File: config.mk
export PLATFORM = sky130hd
export DESIGN_NAME = rv32v_ex_mem_skid_buffer
export DESIGN_NICKNAME = d
export VERILOG_FILES = /design/src/rtl/rv32v_ex_mem_skid_buffer.sv
export SDC_FILE = /design/constraint.sdc
export NUM_CORES = 1
export LEC_CHECK = 0
export BUFFER_PORTS_ARGS = -buffer_cell sky130_fd_sc_hd__buf_2
export CAP_MARGIN = 20
export CORE_MARGIN = 4
export CORE_UTILIZATION = 55
export DETAILED_ROUTE_END_ITERATION = 10
export PLACE_DENSITY_LB_ADDON = 0.25
export SYNTH_ARGS = -nofsm -noshare
export SYNTH_HDL_FRONTEND = slang
export SYNTH_SLANG_ARGS = --single-unit
File: constraint.sdc
create_clock -name CLK -period 2.08 [get_ports CLK]
set_input_delay 0.208 -clock CLK [delete_from_list [all_inputs] [get_ports CLK]]
set_output_delay 0.208 -clock CLK [all_outputs]
set_load 0.02 [all_outputs]
File: src/rtl/rv32v_ex_mem_skid_buffer.sv
`default_nettype none
// ============================================================================
// Module      : rv32v_ex_mem_skid_buffer
// Description : Elastic execute->memory pipeline stage for NUM_LANES vector
//               lanes. A 2-entry skid buffer (MAIN drives mem_*, SKID catches
//               one beat while MAIN is stalled) decouples ex_ready from
//               mem_ready, so execute never sees a combinational ready path.
//               Lanes with wen=0 are zeroed on capture. A saturating counter
//               records cycles where memory back-pressures a valid head beat.
// Ports       : CLK, nRST (async, active low), flush
//               ex_valid/ex_ready + ex_* payload        (execute side)
//               mem_valid/mem_ready + mem_* payload     (memory side)
//               occupancy (0..2 beats held), stall_cnt (saturating)
// Revision    : 1.0 - initial release
// ============================================================================
module rv32v_ex_mem_skid_buffer #(
    parameter int NUM_LANES = 2,
    parameter int DATA_W    = 32,
    parameter int OFFSET_W  = 4,
    parameter int IDX_W     = 3,
    parameter int CTRL_W    = 64,
    parameter int CNT_W     = 16
) (
    input  logic                          CLK,
    input  logic                          nRST,
    input  logic                          flush,
    // execute side
    input  logic                          ex_valid,
    output logic                          ex_ready,
    input  logic [NUM_LANES-1:0]          ex_wen,
    input  logic [NUM_LANES*DATA_W-1:0]   ex_aluresult,
    input  logic [NUM_LANES*DATA_W-1:0]   ex_storedata,
    input  logic [NUM_LANES*OFFSET_W-1:0] ex_woffset,
    input  logic [CTRL_W-1:0]             ex_ctrl,
    input  logic [IDX_W-1:0]              ex_index,
    input  logic                          ex_done,
    // memory side
    output logic                          mem_valid,
    input  logic                          mem_ready,
    output logic [NUM_LANES-1:0]          mem_wen,
    output logic [NUM_LANES*DATA_W-1:0]   mem_aluresult,
    output logic [NUM_LANES*DATA_W-1:0]   mem_storedata,
    output logic [NUM_LANES*OFFSET_W-1:0] mem_woffset,
    output logic [CTRL_W-1:0]             mem_ctrl,
    output logic [IDX_W-1:0]              mem_index,
    output logic                          mem_done,
    // status
    output logic [1:0]                    occupancy,
    output logic [CNT_W-1:0]              stall_cnt
);

    // Packed payload layout: {done, index, ctrl, woffset, storedata, aluresult, wen}
    localparam int c_WEN_LSB  = 0;
    localparam int c_ALU_LSB  = c_WEN_LSB + NUM_LANES;
    localparam int c_SD_LSB   = c_ALU_LSB + NUM_LANES * DATA_W;
    localparam int c_WO_LSB   = c_SD_LSB + NUM_LANES * DATA_W;
    localparam int c_CTRL_LSB = c_WO_LSB + NUM_LANES * OFFSET_W;
    localparam int c_IDX_LSB  = c_CTRL_LSB + CTRL_W;
    localparam int c_DONE_BIT = c_IDX_LSB + IDX_W;
    localparam int c_PAY_W    = c_DONE_BIT + 1;

    localparam logic [CNT_W-1:0] c_CNT_ONE = {{(CNT_W-1){1'b0}}, 1'b1};
    localparam logic [CNT_W-1:0] c_CNT_MAX = {CNT_W{1'b1}};

    // State encoding doubles as the occupancy count.
    typedef enum logic [1:0] {
        S_EMPTY = 2'd0,
        S_ONE   = 2'd1,
        S_TWO   = 2'd2
    } state_t;

    state_t                          r_state;
    logic                            r_ex_ready;
    logic [c_PAY_W-1:0]              r_main;
    logic [c_PAY_W-1:0]              r_skid;
    logic [CNT_W-1:0]                r_stall_cnt;

    logic [NUM_LANES*DATA_W-1:0]     w_alu_m;
    logic [NUM_LANES*DATA_W-1:0]     w_sd_m;
    logic [NUM_LANES*OFFSET_W-1:0]   w_wo_m;
    logic [c_PAY_W-1:0]              w_in_pay;
    logic                            w_mem_valid;
    logic                            w_push;
    logic                            w_pop;
    logic                            w_stall;

    // Disabled lanes are zeroed at capture so stale data never reaches memory.
    for (genvar g = 0; g < NUM_LANES; g++) begin : g_lane
        assign w_alu_m[g*DATA_W +: DATA_W]     = ex_wen[g] ? ex_aluresult[g*DATA_W +: DATA_W] : '0;
        assign w_sd_m[g*DATA_W +: DATA_W]      = ex_wen[g] ? ex_storedata[g*DATA_W +: DATA_W] : '0;
        assign w_wo_m[g*OFFSET_W +: OFFSET_W]  = ex_wen[g] ? ex_woffset[g*OFFSET_W +: OFFSET_W] : '0;
    end

    assign w_in_pay    = {ex_done, ex_index, ex_ctrl, w_wo_m, w_sd_m, w_alu_m, ex_wen};
    assign w_mem_valid = (r_state != S_EMPTY);
    // ex_ready is a register, so push never depends on mem_ready combinationally.
    assign w_push      = ex_valid && r_ex_ready;
    assign w_pop       = w_mem_valid && mem_ready;
    assign w_stall     = w_mem_valid && !mem_ready;

    always_ff @(posedge CLK or negedge nRST) begin
        if (!nRST) begin
            r_state     <= S_EMPTY;
            r_ex_ready  <= 1'b1;
            r_main      <= '0;
            r_skid      <= '0;
            r_stall_cnt <= '0;
        end else begin
            // Debug counter survives flush; only reset clears it.
            if (w_stall && (r_stall_cnt != c_CNT_MAX)) begin
                r_stall_cnt <= r_stall_cnt + c_CNT_ONE;
            end

            if (flush) begin
                // Any same-cycle push is dropped; a same-cycle pop was already
                // seen by memory and needs no action here.
                r_state    <= S_EMPTY;
                r_ex_ready <= 1'b1;
            end else begin
                case (r_state)
                    S_EMPTY: begin
                        if (w_push) begin
                            r_main  <= w_in_pay;
                            r_state <= S_ONE;
                        end
                    end
                    S_ONE: begin
                        if (w_push && !w_pop) begin
                            r_skid     <= w_in_pay;
                            r_state    <= S_TWO;
                            r_ex_ready <= 1'b0;
                        end else if (!w_push && w_pop) begin
                            r_state <= S_EMPTY;
                        end else if (w_push && w_pop) begin
                            r_main <= w_in_pay;
                        end
                    end
                    S_TWO: begin
                        // ex_ready is low here, so the only event is a pop.
                        if (w_pop) begin
                            r_main     <= r_skid;
                            r_state    <= S_ONE;
                            r_ex_ready <= 1'b1;
                        end
                    end
                    default: begin
                        r_state    <= S_EMPTY;
                        r_ex_ready <= 1'b1;
                    end
                endcase
            end
        end
    end

    assign ex_ready      = r_ex_ready;
    assign mem_valid     = w_mem_valid;
    assign mem_wen       = r_main[c_WEN_LSB +: NUM_LANES] & {NUM_LANES{w_mem_valid}};
    assign mem_aluresult = r_main[c_ALU_LSB +: NUM_LANES*DATA_W];
    assign mem_storedata = r_main[c_SD_LSB +: NUM_LANES*DATA_W];
    assign mem_woffset   = r_main[c_WO_LSB +: NUM_LANES*OFFSET_W];
    assign mem_ctrl      = r_main[c_CTRL_LSB +: CTRL_W];
    assign mem_index     = r_main[c_IDX_LSB +: IDX_W];
    assign mem_done      = r_main[c_DONE_BIT] & w_mem_valid;
    assign occupancy     = r_state;
    assign stall_cnt     = r_stall_cnt;

endmodule
`default_nettype wire

==> impl_metrics.env <==
export IMPL_max_vdd_ir_drop_mv=0.925
export IMPL_wl_per_cell_um=17.7
export IMPL_hpwlAfterDp_um=33700
export IMPL_worst_setup_path_type="flip-flop to flip-flop"
export IMPL_worst_slack_ns=0.100
export IMPL_cts_sinks=431
export IMPL_drc=0
export IMPL_grt_usage_pct=26.3
export IMPL_synth_async_reset_ratio_pct=100
export IMPL_cts_root_buf="clkbuf_16"
export IMPL_drv_slew=0
export IMPL_fin_nets=2701
export IMPL_finalCriticalPeriod_ns=1.98
export IMPL_ant_nets=0
export IMPL_cp_end_kind="flip-flop"
export IMPL_reg2reg_to="r_main[166]$_DFFE_PN0P_"
export IMPL_pwr_share_clk_pct=33.5
export IMPL_reg2regPathDepth=5
export IMPL_power_switching_mw=7.59
export IMPL_final_fill_count=2530
export IMPL_portBuffers=436
export IMPL_clk_pin_slew_ns=0.06
export IMPL_final_common_cell="nand2_1"
export IMPL_tightest_slew_ns=0.507
export IMPL_synthCells=2089
export IMPL_preCtsSetupSlack_ns=0.127
export IMPL_grt_ovfl_total=0
export IMPL_synth_area_sq_um=19800
export IMPL_place_gp_congestion=0.851
export IMPL_insertion_delay_ns=0.57
export IMPL_synth_seq_cells=431
export IMPL_core_area_sq_um=35500
export IMPL_timing_setup_tns_ns=0
export IMPL_synth_edf_count=0
export IMPL_final_cell_mix="nand2_1 (489), buf_2 (435), dfrtp_1 (428)"
export IMPL_power_internal_mw=17.3
export IMPL_utilization_pct=69.7
export IMPL_io_pins=437
export IMPL_p_leak_nw=12.2
export IMPL_area_growth_pct=25.1
export IMPL_min_path_type="input port to flip-flop"
export IMPL_synth_cell_types=43
export IMPL_regToRegSetupSlack_ns=0.10
export IMPL_row_count=69
export IMPL_power_frac_seq_pct=45.6
export IMPL_drtPass1Iterations=5
export IMPL_die_h_um=198
export IMPL_worstSetupEndpoint="r_main[166]$_DFFE_PN0P_"
export IMPL_drive_above_1_share_pct=25.4
export IMPL_final_hold_violation_count=0
export IMPL_wl_um=52800
export IMPL_cts_buffers_inserted=45
export IMPL_skew_ns=0.0221
export IMPL_worst_ep_required_time_ns=2.48
export IMPL_synth_area_per_cell_sq_um=9.46
export IMPL_r2r_start="occupancy[1]$_DFFE_PN0P_"
export IMPL_grt_max_degree=80
export IMPL_grt_pass1_wl_um=83900
export IMPL_cp_max_fo=27
export IMPL_drtIter0Drc=900
export IMPL_rsz0062_at_grt="no"
export IMPL_crit_start="occupancy[1]$_DFFE_PN0P_"
export IMPL_switching_share_pct=30.5
export IMPL_grt_pass1_vias=16060
export IMPL_powerDensity_nw_per_um2=1010
export IMPL_slew_headroom_pct=66.2
export IMPL_antenna_found_initial=6
export IMPL_p_comb_share_pct=20.8
export IMPL_dieWidth_um=198
export IMPL_vias=15899
export IMPL_max_cap_violations=0
export IMPL_ys_flop_type="dfrtp_1"
export IMPL_outcome="completed"
export IMPL_dieArea_sq_um=39000
export IMPL_critPathArrivalTime_ns=2.38
export IMPL_cts_tree="built"
export IMPL_htree_levels=2
export IMPL_setup_viol=0
export IMPL_start_util_pct=55.7
export IMPL_synth_seq_area_share_pct=54.6
export IMPL_cp_start_kind="flip-flop"
export IMPL_routed_via_density=5.32
export IMPL_yosys_warnings=0
export IMPL_syn_num_nets=2301
export IMPL_period_share_pct=95.2
export IMPL_cts_path_max_buffers=3
export IMPL_fmax_mhz=505
==> power groups by stage <==
| stage | sequential, mW | clock (mW) | combinational [mW] |
|---|---|---|---|
| 2_1_floorplan | 11.1 | 0 | 4.07 |
| 3_5_place_dp | 11.4 | 0 | 4.81 |
| 4_1_cts | 11.3 | 8.48 | 5.14 |
| 6_report | 11.4 | 8.35 | 5.19 |
| 5_1_grt | 11.5 | 8.87 | 5.75 |
| 3_3_place_gp | 11.3 | 0 | 4.67 |
==> repair_timing <==
item                                   in CTS  in global routing
gates resized for setup                     0                  2
buffers inserted                            0                  1
endpoints found under the hold margin     393                  0
setup endpoints to repair                   0                  2
hold buffers                              208                  0
==> sequential cells by signal, indices dropped and copies added, names as in the netlist <==
name / flops
r_main: 206
r_skid: 206
ex_ready: 1
occupancy: 2
stall_cnt: 16
==> synth_stat cells (2+ instances only) <==
| cell | number | area share (%) |
|---|---|---|
| a21oi_1 | 138 | 3.5 |
| mux2_2 | 71 | 4.0 |
| buf_6 | 11 | 0.63 |
| nor2b_1 | 5 | 0.16 |
| clkbuf_2 | 15 | 0.38 |
| o21ai_1 | 26 | 0.66 |
| nand3_1 | 7 | 0.18 |
| xor2_1 | 8 | 0.35 |
| o21ai_0 | 317 | 8.0 |
| buf_4 | 215 | 8.2 |
| buf_1 | 9 | 0.17 |
| xnor2_1 | 3 | 0.13 |
| mux2i_1 | 70 | 3.5 |
| buf_2 | 24 | 0.61 |
| nand4_1 | 7 | 0.22 |
| nor3_1 | 4 | 0.10 |
| dfrtp_1 | 430 | 54 |
| nor4b_1 | 2 | 0.089 |
| nand2_1 | 489 | 9.3 |
| inv_1 | 3 | 0.057 |
| nor2_1 | 144 | 2.7 |
| clkbuf_1 | 70 | 1.3 |
==> layer usage <==
layer / track usage [%] / part of all wire, % / up-vias
met1: 34.2 / 40 / 7619
li1: - / - / 7520
met2: 42.5 / 48 / 625
met4: 10.0 / 3.8 / 4
met5: 0 / 0.040 / -
met3: 7.11 / 8.3 / 131
==> through the flow <==
stage	instance area, sq um	hold WS, ns	power [mW]	std cells
2_1_floorplan	19800	-0.0876	15.2	2089
3_3_place_gp	21000	0.174	16.0	2693
3_5_place_dp	21000	0.175	16.2	2693
4_1_cts	24700	0.00552	24.9	2983
5_1_grt	24700	0.0464	26.2	2989
6_report	24700	0.0353	24.9	2989
==> area by class of cell <==
| cell class | instances | area, sq um | area share, % |
|---|---|---|---|
| multi-input combinational | 1311 | 6750 | 27.3 |
| antenna | 4 | 10.0 | 0.0405 |
| sequential | 431 | 10800 | 43.6 |
| timing repair buffer | 697 | 5040 | 20.4 |
| inverter | 3 | 11.3 | 0.0455 |
| tap | 461 | 577 | 2.33 |
| clock inverter | 12 | 148 | 0.597 |
| clock buffer | 70 | 1400 | 5.67 |
==> worst max-delay path: stages, from the launching register on <==
cell	delay (ns)
dfrtp_2	0.47
nor2b_4	0.24
buf_12	0.26
buf_4	0.27
mux2i_1	0.34
o21ai_0	0.22
==> logic make-up after synthesis <==
| group | after synthesis | share of synthesized area [%] |
|---|---|---|
| flip-flops | 431 | 54.6 |
| XOR/XNOR | 11 | 0.487 |
| multiplexers | 142 | 7.65 |
| AO/OA/AOI/OAI | 488 | 12.6 |
| AND/OR/NAND/NOR | 669 | 13.3 |
| adder cells (fa/ha/maj) | 1 | 0.0633 |
| buffers and inverters | 347 | 11.3 |
==> worst min path at each step <==
| stage | from | endpoint | cells after the start | slack, ns |
|---|---|---|---|---|
| finish | ex_aluresult[56] | r_skid[58]$_DFFE_PN0P_ | 3 | 0.04 |
| global route | ex_aluresult[56] | r_skid[58]$_DFFE_PN0P_ | 3 | 0.05 |
| CTS | ex_aluresult[56] | r_skid[58]$_DFFE_PN0P_ | 3 | 0.006 |
| detailed placement | nRST | r_main[110]$_DFFE_PN0P_ | 1 | 0.18 |
| global placement | nRST | r_main[110]$_DFFE_PN0P_ | 1 | 0.17 |
| floorplan | nRST | occupancy[0]$_DFFE_PN0P_ | 0 | -0.09 |
No activity file was read; power rests on OpenSTA's default activity.
